[src/rtl/hamming_pkg.sv]
// Shared Hamming code definitions: codeword/data widths and the rx
// deserializer state encoding. Used by the encoder, decoder and deserializer.
package hamming_pkg;

  // Codeword width for P parity bits
  function automatic int cw_width(input int p);
    return (1 << p) - 1;
  endfunction

  // Data bits carried by a codeword with P parity bits
  function automatic int data_width(input int p);
    return (1 << p) - p - 1;
  endfunction

  typedef enum logic {
    FILL  = 1'b0,
    STALL = 1'b1
  } rx_state_e;

endpackage

[src/rtl/hamming_rx_deserializer.sv]
// Serial-to-parallel front end for the Hamming decoder: gathers MSB-first
// bits into N-bit codewords and offers them on a valid/ready port.
//
// Ports:
//   clk, rst                 clock, synchronous active-high reset
//   bit_in/bit_valid/bit_ready/frame_start   serial side
//   rx_msg/rx_valid/rx_ready word side (rx_msg[N-1] = first bit)
//   drop_pulse               partial word discarded by frame_start
module hamming_rx_deserializer
  import hamming_pkg::*;
#(
  parameter int P = 3
) (
  input  logic                   clk,
  input  logic                   rst,
  input  logic                   bit_in,
  input  logic                   bit_valid,
  output logic                   bit_ready,
  input  logic                   frame_start,
  output logic [cw_width(P)-1:0] rx_msg,
  output logic                   rx_valid,
  input  logic                   rx_ready,
  output logic                   drop_pulse
);

  localparam int N  = cw_width(P);
  localparam int CW = $clog2(N + 1);

  localparam logic [CW-1:0] LAST = CW'(N - 1);
  localparam logic [CW-1:0] ONE  = CW'(1);

  rx_state_e      state;
  logic [N-1:0]   sr;
  logic [CW-1:0]  cnt;

  logic           accept;
  logic           take;
  logic           slot_free;
  logic           last_bit;
  logic [N-1:0]   sr_shift;
  logic [N-1:0]   sr_first;

  // The shift register doubles as the second word buffer while stalled,
  // so the serial side only stops once both buffers hold whole words.
  assign bit_ready = (state == FILL);
  assign accept    = bit_valid & bit_ready;
  assign take      = rx_valid & rx_ready;
  assign slot_free = ~rx_valid | rx_ready;
  assign last_bit  = (cnt == LAST);
  assign sr_shift  = {sr[N-2:0], bit_in};
  assign sr_first  = {{(N-1){1'b0}}, bit_in};

  always_ff @(posedge clk) begin
    if (rst) begin
      state      <= FILL;
      sr         <= '0;
      cnt        <= '0;
      rx_msg     <= '0;
      rx_valid   <= 1'b0;
      drop_pulse <= 1'b0;
    end else begin
      drop_pulse <= 1'b0;
      case (state)
        FILL: begin
          // A take empties the slot unless a new word lands below.
          if (take) begin
            rx_valid <= 1'b0;
          end
          if (accept) begin
            if (frame_start) begin
              // Restart alignment; N >= 3 so this bit never completes.
              sr         <= sr_first;
              cnt        <= ONE;
              drop_pulse <= (cnt != '0);
            end else if (last_bit) begin
              sr  <= sr_shift;
              cnt <= '0;
              if (slot_free) begin
                rx_msg   <= sr_shift;
                rx_valid <= 1'b1;
              end else begin
                state <= STALL;
              end
            end else begin
              sr  <= sr_shift;
              cnt <= cnt + ONE;
            end
          end
        end
        STALL: begin
          // rx_valid stays high: the held word moves straight in.
          if (take) begin
            rx_msg <= sr;
            state  <= FILL;
          end
        end
        default: state <= FILL;
      endcase
    end
  end

endmodule
[config.mk]
export PLATFORM = sky130hd
export DESIGN_NAME = hamming_rx_deserializer
export DESIGN_NICKNAME = d
export VERILOG_FILES = /design/src/rtl/hamming_pkg.sv /design/src/rtl/hamming_rx_deserializer.sv
export SDC_FILE = /design/constraint.sdc
export NUM_CORES = 1
export LEC_CHECK = 0
export CAP_MARGIN = 10
export CORE_AREA = 2 2 47 49
export CTS_BUF_LIST = sky130_fd_sc_hd__clkbuf_4 sky130_fd_sc_hd__clkbuf_8 sky130_fd_sc_hd__clkbuf_16
export DETAILED_ROUTE_END_ITERATION = 6
export DIE_AREA = 0 0 49 51
export PLACE_DENSITY = 0.83
export RECOVER_POWER = 25
export SYNTH_ARGS = -nofsm -noshare
export SYNTH_HDL_FRONTEND = slang
export SYNTH_SLANG_ARGS = --single-unit
[constraint.sdc]
create_clock -name clk -period 1.7 [get_ports clk]
set_input_delay 0.34 -clock clk [delete_from_list [all_inputs] [get_ports clk]]
set_output_delay 0.34 -clock clk [all_outputs]
set_load 0.03 [all_outputs]
==> impl_metrics.json, run 1 <==
{
  "rsz0062_at_grt": "no",
  "synth_top_family_by_area": "simple AND/OR/NAND/NOR gates",
  "vias_per_cell": 5.11,
  "cts.sinks": 20,
  "drt_iter0_markers": 8,
  "area_growth_pct": 26.6,
  "drt_first_pass_iters": 4,
  "synth_top_area_share_pct": 41.5,
  "setup-tns-final_ps": 0,
  "synth_cells": 105,
  "synth_compound_area_share_pct": 9.07,
  "numCtsBuffers": 3,
  "outcome": "completed",
  "nets": 131,
  "cts_setup_buffers": 0,
  "finalWirelength_um": 1790,
  "drive_gt1_share_pct": 16.1,
  "syn_area_um2": 966,
  "worst-r2r-cell-count": 4,
  "yosys-top-cells-area": "dfxtp_1 41%, mux2_4 11%, mux2i_1 7.3%",
  "die_area_um2": 2500,
  "p_total_w": 0.000935,
  "synth_area_leader_cell": "dfxtp_1",
  "rr_endpoint": "rx_msg[5]$_SDFFE_PP0P_",
  "gp_congestion": 0.758,
  "die_w_um": 49,
  "synth-xor-area-share_pct": 0,
  "h-tree-depth": 1,
  "multi_input_area_um2": 519,
  "gr-total-overflow": 0,
  "ys_ff_latch": 20,
  "worstHoldPathType": "reg -> reg",
  "period_minus_slack_ps": 1660,
  "power_leakage_nw": 0.436,
  "path_delay_family": "buffers and inverters",
  "die_h_um": 51,
  "cp-start-kind": "flop",
  "slew_headroom_pct": 75.2,
  "ys_types": 23,
  "post_drt_wl_per_cell_um": 11.8,
  "cap_violations": 0,
  "cts.path.max_buffers": 2,
  "worstSetupEndpointType": "output pin",
  "finalCritPeriodShare_pct": 97.5,
  "nFillCells": 195,
  "finClkSkew_ps": 3.19,
  "syn-num-nets": 111,
  "n_antenna_cell": 0,
  "whs_ps": 461,
  "vias": 777,
  "drv_slew": 0,
  "grt_max_degree": 28,
  "num_rows": 17,
  "cp_num_buf_inv": 1,
  "path_clk_slew_ps": 120,
  "cp_data_required_time_ps": 1360,
  "crit_fanout": 2,
  "grt_pass1_vias": 731,
  "start_util_pct": 46.8,
  "r2r_start": "cnt[1]$_SDFFE_PP0P_",
  "ant_nets": 0,
  "critPathMaxStageDelay_ps": 670,
  "synthSimpleGateAreaFrac_pct": 26.6,
  "setup_viol_count_final": 0,
  "hpwl_um": 1300,
  "fin_util_pct": 59.2,
  "tritoncts": "yes",
  "r2r_slack_ps": 240,
  "portBuffers": 15,
  "ys.warnings.count": 0,
  "worst_pin_slew_ps": 373,
  "hold_viol": 0,
  "cp_cell_sequence": "clkdlybuf4s50_1",
  "holdCritStartpoint": "sr[6]$_SDFFE_PP0P_",
  "num_io_pins": 16,
  "critical_path_class": "reg -> out",
  "antenna_found_initial": 0,
  "seq_area_um2": 400,
  "worstSkewPairLatency_ps": 300,
  "synth_adder_area_share_pct": 0,
  "cp.arrival_ps": 1320,
  "min_to": "sr[6]$_SDFFE_PP0P_",
  "core_area_um2": 2060,
  "grt_use_total_pct": 16.3,
  "cpMaxStageDelayCell": "clkdlybuf4s50_1",
  "holdPathStages": 2,
  "grt_pass1_wl_um": 3200,
  "cts-root-buf": "clkbuf_4",
  "ir_drop_uv": 450,
  "drcViolationCount": 0,
  "syn_area_per_cell_um2": 9.20,
  "synthMuxAreaShare_pct": 18.1,
  "yosysSeqAreaShare_pct": 41.5,
  "max_freq_ghz": 0.603,
  "p_per_area_nw_per_um2": 765,
  "holdBufCountCts": 0
}
[cells in the mapped netlist (all sizes together)]
| cell type | instances |
|---|---|
| a21oi | 10 |
| a221oi | 1 |
| a31o | 1 |
| and3 | 1 |
| and4b | 1 |
| and4bb | 1 |
| buf | 2 |
| clkbuf | 6 |
| dfxtp | 20 |
| inv | 2 |
| mux2 | 7 |
| mux2i | 7 |
| nand2 | 9 |
| nand2b | 2 |
| nand3 | 1 |
| nand3b | 7 |
| nor2 | 11 |
| nor2b | 8 |
| nor3 | 4 |
| nor4b | 1 |
| o21ai | 2 |
| o311a | 1 |
[worst max path at each step]
stage	startpoint	endpoint	cells after the start
6_report	rx_msg[3]$_SDFFE_PP0P_	rx_msg[3]	1
5_1_grt	rx_msg[3]$_SDFFE_PP0P_	rx_msg[3]	1
4_1_cts	rx_msg[3]$_SDFFE_PP0P_	rx_msg[3]	1
2_1_floorplan	rx_valid$_SDFFE_PP0N_	rx_msg[0]$_SDFFE_PP0P_	4
3_3_place_gp	bit_valid	rx_msg[6]$_SDFFE_PP0P_	5
3_5_place_dp	bit_valid	rx_msg[5]$_SDFFE_PP0P_	5
[cells by family (layout without fill, tap and decap cells)]
group           after synthesis  in the layout
simple gates                 46             46
flops                        20             20
compound gates               15             15
mux                          14             14
buf+inv                      10             29
[placed cells by master (no fill, tap or decap)]
cell             netlist  routed
nor3_1                 4       4
nand3b_1               7       7
nand2_1                9       9
and3_1                 1       1
a221oi_1               1       1
nor2b_1                8       8
buf_12                 0       2
o21ai_0                2       2
nand2b_1               2       2
and4bb_2               1       1
clkdlybuf4s50_1        0      10
clkbuf_2               0       1
mux2_4                 7       7
o311a_1                1       1
mux2i_1                7       7
nand3_1                1       1
dfxtp_1               20      20
a31o_1                 1       1
nor2_1                11      11
nor4b_1                1       1
a21oi_1               10      10
clkbuf_4               0       4
dlygate4sd2_1          0       2
and4b_4                1       1
clkbuf_1               6       4
bufinv_16              0       1
buf_4                  0       3
inv_1                  2       2
[per-layer routing]
metal | track usage, % | share of wire, % | wire (µm) | up-vias
li1 | - | - | - | 401
met4 | 5.24 | 0.33 | 6 | 0
met2 | 27.2 | 50 | 891 | 12
met3 | 3.80 | 2.5 | 44 | 2
met5 | 0 | 0 | 0 | -
met1 | 21.0 | 47 | 850 | 362
[flip-flops by register name (all words and copies together) (netlist names)]
signal      cells
cnt             3
drop_pulse      1
rx_msg          7
rx_valid        1
sr              7
state           1
[timing repair]
action,4_1_cts,5_1_grt
cloned,0,0
resized for setup,2,3
setup endpoints to repair,2,3
hold endpoints to repair,0,0
[report_power, final]
| group | switching (W) | total (W) | internal (W) |
|---|---|---|---|
| registers | 0.00000744 | 0.000482 | 0.000474 |
| logic | 0.0000338 | 0.0000674 | 0.0000335 |
| clock network | 0.000148 | 0.000386 | 0.000238 |
| total | 0.000190 | 0.000935 | 0.000746 |
[per-stage QoR]
step	instance area, µm²	worst slack (ps)	instances
2_1_floorplan	966	307	105
3_3_place_gp	1200	-70.6	148
3_5_place_dp	1200	-87.0	148
4_1_cts	1250	20.2	152
5_1_grt	1220	1.70	152
6_report	1220	42.3	152
[final cells by class]
class                      instances  share of cell area [%]
clock buffer                       3                    1.84
clock inverter                     1                    2.46
inverter                           2                   0.614
multi-input combinational         75                    42.5
sequential                        20                    32.8
tap                               28                    2.87
timing repair buffer              23                    17.0
(Power assumes the default switching activity.)
==> run 2: changes to the inputs <==
CTS_CLUSTER_SIZE = 40   (was unset)
SLEW_MARGIN = 20   (was unset)
==> results of run 2 <==
No change in the layout: final DEF, timing and power equal those of run 1.
==> run 3: changes to the inputs <==
CORE_AREA = 2 2 49 51   (was 2 2 47 49)
DIE_AREA = 0 0 51 53   (was 0 0 49 51)
GPL_TIMING_DRIVEN = 0   (was unset)
PLACE_DENSITY = 0.8   (was 0.83)
clock period = 1.47 ns   (was 1.7 ns; I/O delays follow)
==> impl_metrics.json, run 3 (synthesis results as in run 1) <==
{
  "grt_use_total_pct": 14.9,
  "post_drt_wl_per_cell_um": 12.2,
  "portBuffers": 14,
  "n_antenna_cell": 0,
  "drcViolationCount": 0,
  "cpMaxStageDelayCell": "dfxtp_4",
  "numCtsBuffers": 3,
  "nets": 130,
  "h-tree-depth": 1,
  "num_rows": 17,
  "start_util_pct": 45.0,
  "rr_endpoint": "rx_msg[0]$_SDFFE_PP0P_",
  "crit_fanout": 7,
  "p_per_area_nw_per_um2": 901,
  "area_growth_pct": 23.4,
  "vias_per_cell": 5.42,
  "cp_data_required_time_ps": 1670,
  "critical_path_class": "reg -> reg",
  "die_h_um": 53,
  "final_cell_mix": "18 x dfxtp_1, 11 x nor2_1, 10 x a21oi_1, 9 x nand2_1",
  "groute.layer.met2.usage_pct": 24.2,
  "die_area_um2": 2700,
  "drive_gt1_share_pct": 14.6,
  "vias": 819,
  "hpwl_um": 1290,
  "grt.busiest_layer": "met2",
  "grt_max_degree": 13,
  "setup_viol_count_final": 0,
  "r2r_start": "state$_SDFF_PP0_",
  "met3_usage_pct": 1.69,
  "post-place-cells": 147,
  "cts.path.max_buffers": 2,
  "ir_drop_uv": 390,
  "cts.sinks": 20,
  "holdBufCountCts": 0,
  "grt_pass1_wl_um": 3010,
  "cp_cell_sequence": "and4b_4 > a31o_1 > buf_6 > mux2_4",
  "worst-r2r-cell-count": 4,
  "hold_viol": 0,
  "cp.arrival_ps": 1620,
  "placed_area_um2": 1140,
  "gr-total-overflow": 0,
  "final_common_cell": "dfxtp_1",
  "worstHoldPathType": "reg -> reg",
  "cap_violations": 0,
  "finalWirelength_um": 1840,
  "num_io_pins": 16,
  "tritoncts": "yes",
  "setup-tns-final_ps": 0,
  "gp_congestion": 0.715,
  "drt_first_pass_iters": 4,
  "cts-root-buf": "clkbuf_4",
  "core_area_um2": 2150,
  "slew_headroom_pct": 68.3,
  "max_freq_ghz": 0.707,
  "drv_slew": 0,
  "use_met1_pct": 18.0,
  "cp-start-kind": "flop",
  "critPathMaxStageDelay_ps": 380,
  "fin_cells": 151,
  "finClkSkew_ps": 7.57,
  "drt_iter0_markers": 24,
  "worstSkewPairLatency_ps": 300,
  "grt_pass1_vias": 715,
  "die_w_um": 51,
  "fin_util_pct": 55.5,
  "power_leakage_nw": 0.461,
  "min_to": "sr[6]$_SDFFE_PP0P_",
  "r2r_slack_ps": 50,
  "finalCritPeriodShare_pct": 96.3,
  "path_clk_slew_ps": 120,
  "ant_nets": 0,
  "stdcell_area_um2": 1190,
  "worstSetupEndpointType": "flop",
  "holdCritStartpoint": "sr[6]$_SDFFE_PP0P_",
  "antenna_found_initial": 0,
  "outcome": "completed",
  "reg.largest.list": "rx_msg x7, sr x7, cnt x3",
  "worst_pin_slew_ps": 475,
  "period_minus_slack_ps": 1420,
  "holdPathStages": 2
}
## run 3: cell count changes in the layout (fill, tap and decap cells not counted), sizes merged
cell	before	now
buf	5	3
dlygate4sd2	2	8
dlymetal6s2s	0	1
clkdlybuf4s15	0	1
clkdlybuf4s50	10	3
## run 3: critical path, delay by kind of cell, from the launching register on
family	cells	cell delay (ps)
flops	1	380
mux	1	300
simple gates	1	340
buf+inv	1	150
compound gates	1	150
## run 3: per-stage QoR
| stage | hold slack (ps) | worst slack [ps] | total power (W) |
|---|---|---|---|
| 3_3_place_gp | 446 | -298 | 0.000632 |
| 6_report | 464 | 55.0 | 0.00107 |
| 3_5_place_dp | 449 | -317 | 0.000634 |
| 2_1_floorplan | 410 | 76.8 | 0.000608 |
| 4_1_cts | 466 | -17.4 | 0.00109 |
| 5_1_grt | 498 | -2.61 | 0.00111 |
## run 3: worst max-delay path by stage
stage | endpoint | slack (ps) | startpoint | cells after the start
after floorplan | rx_msg[0]$_SDFFE_PP0P_ | 80 | rx_valid$_SDFFE_PP0N_ | 4
after global placement | rx_msg[6]$_SDFFE_PP0P_ | -300 | bit_valid | 5
after detailed placement | rx_msg[0]$_SDFFE_PP0P_ | -320 | bit_valid | 5
after CTS | bit_ready | -20 | state$_SDFF_PP0_ | 3
after global routing | rx_valid | -3 | rx_valid$_SDFFE_PP0N_ | 1
final | rx_msg[0]$_SDFFE_PP0P_ | 50 | state$_SDFF_PP0_ | 4
## run 3: final cells by class
| class | instances | area, µm² |
|---|---|---|
| fillers | 193 | 956 |
| multi-input cells | 75 | 519 |
| flip-flops and latches | 20 | 405 |
| repair buffers | 14 | 128 |
| plain buffers | 8 | 45.0 |
| well taps | 28 | 35.0 |
| clock inverters | 1 | 30.0 |
| clock buffers | 3 | 22.5 |
| inverters | 2 | 7.51 |
## run 3: repair_timing
action | in CTS | in global routing
resized for setup | 15 | 6
setup endpoints to repair | 10 | 9
cloned | 0 | 0
setup buffers | 0 | 0
## run 3: metal layers
metal	vias to the layer above	wire, µm
met2	18	896
li1	400	-
met3	4	64
met5	-	0
met4	0	41
met1	397	837
## run 3: report_power, final
part,switching [W],internal [W],leakage (nW)
sequential,0.00000801,0.000547,0.163
clock,0.000178,0.000276,0.0279
combinational,0.0000380,0.0000271,0.270
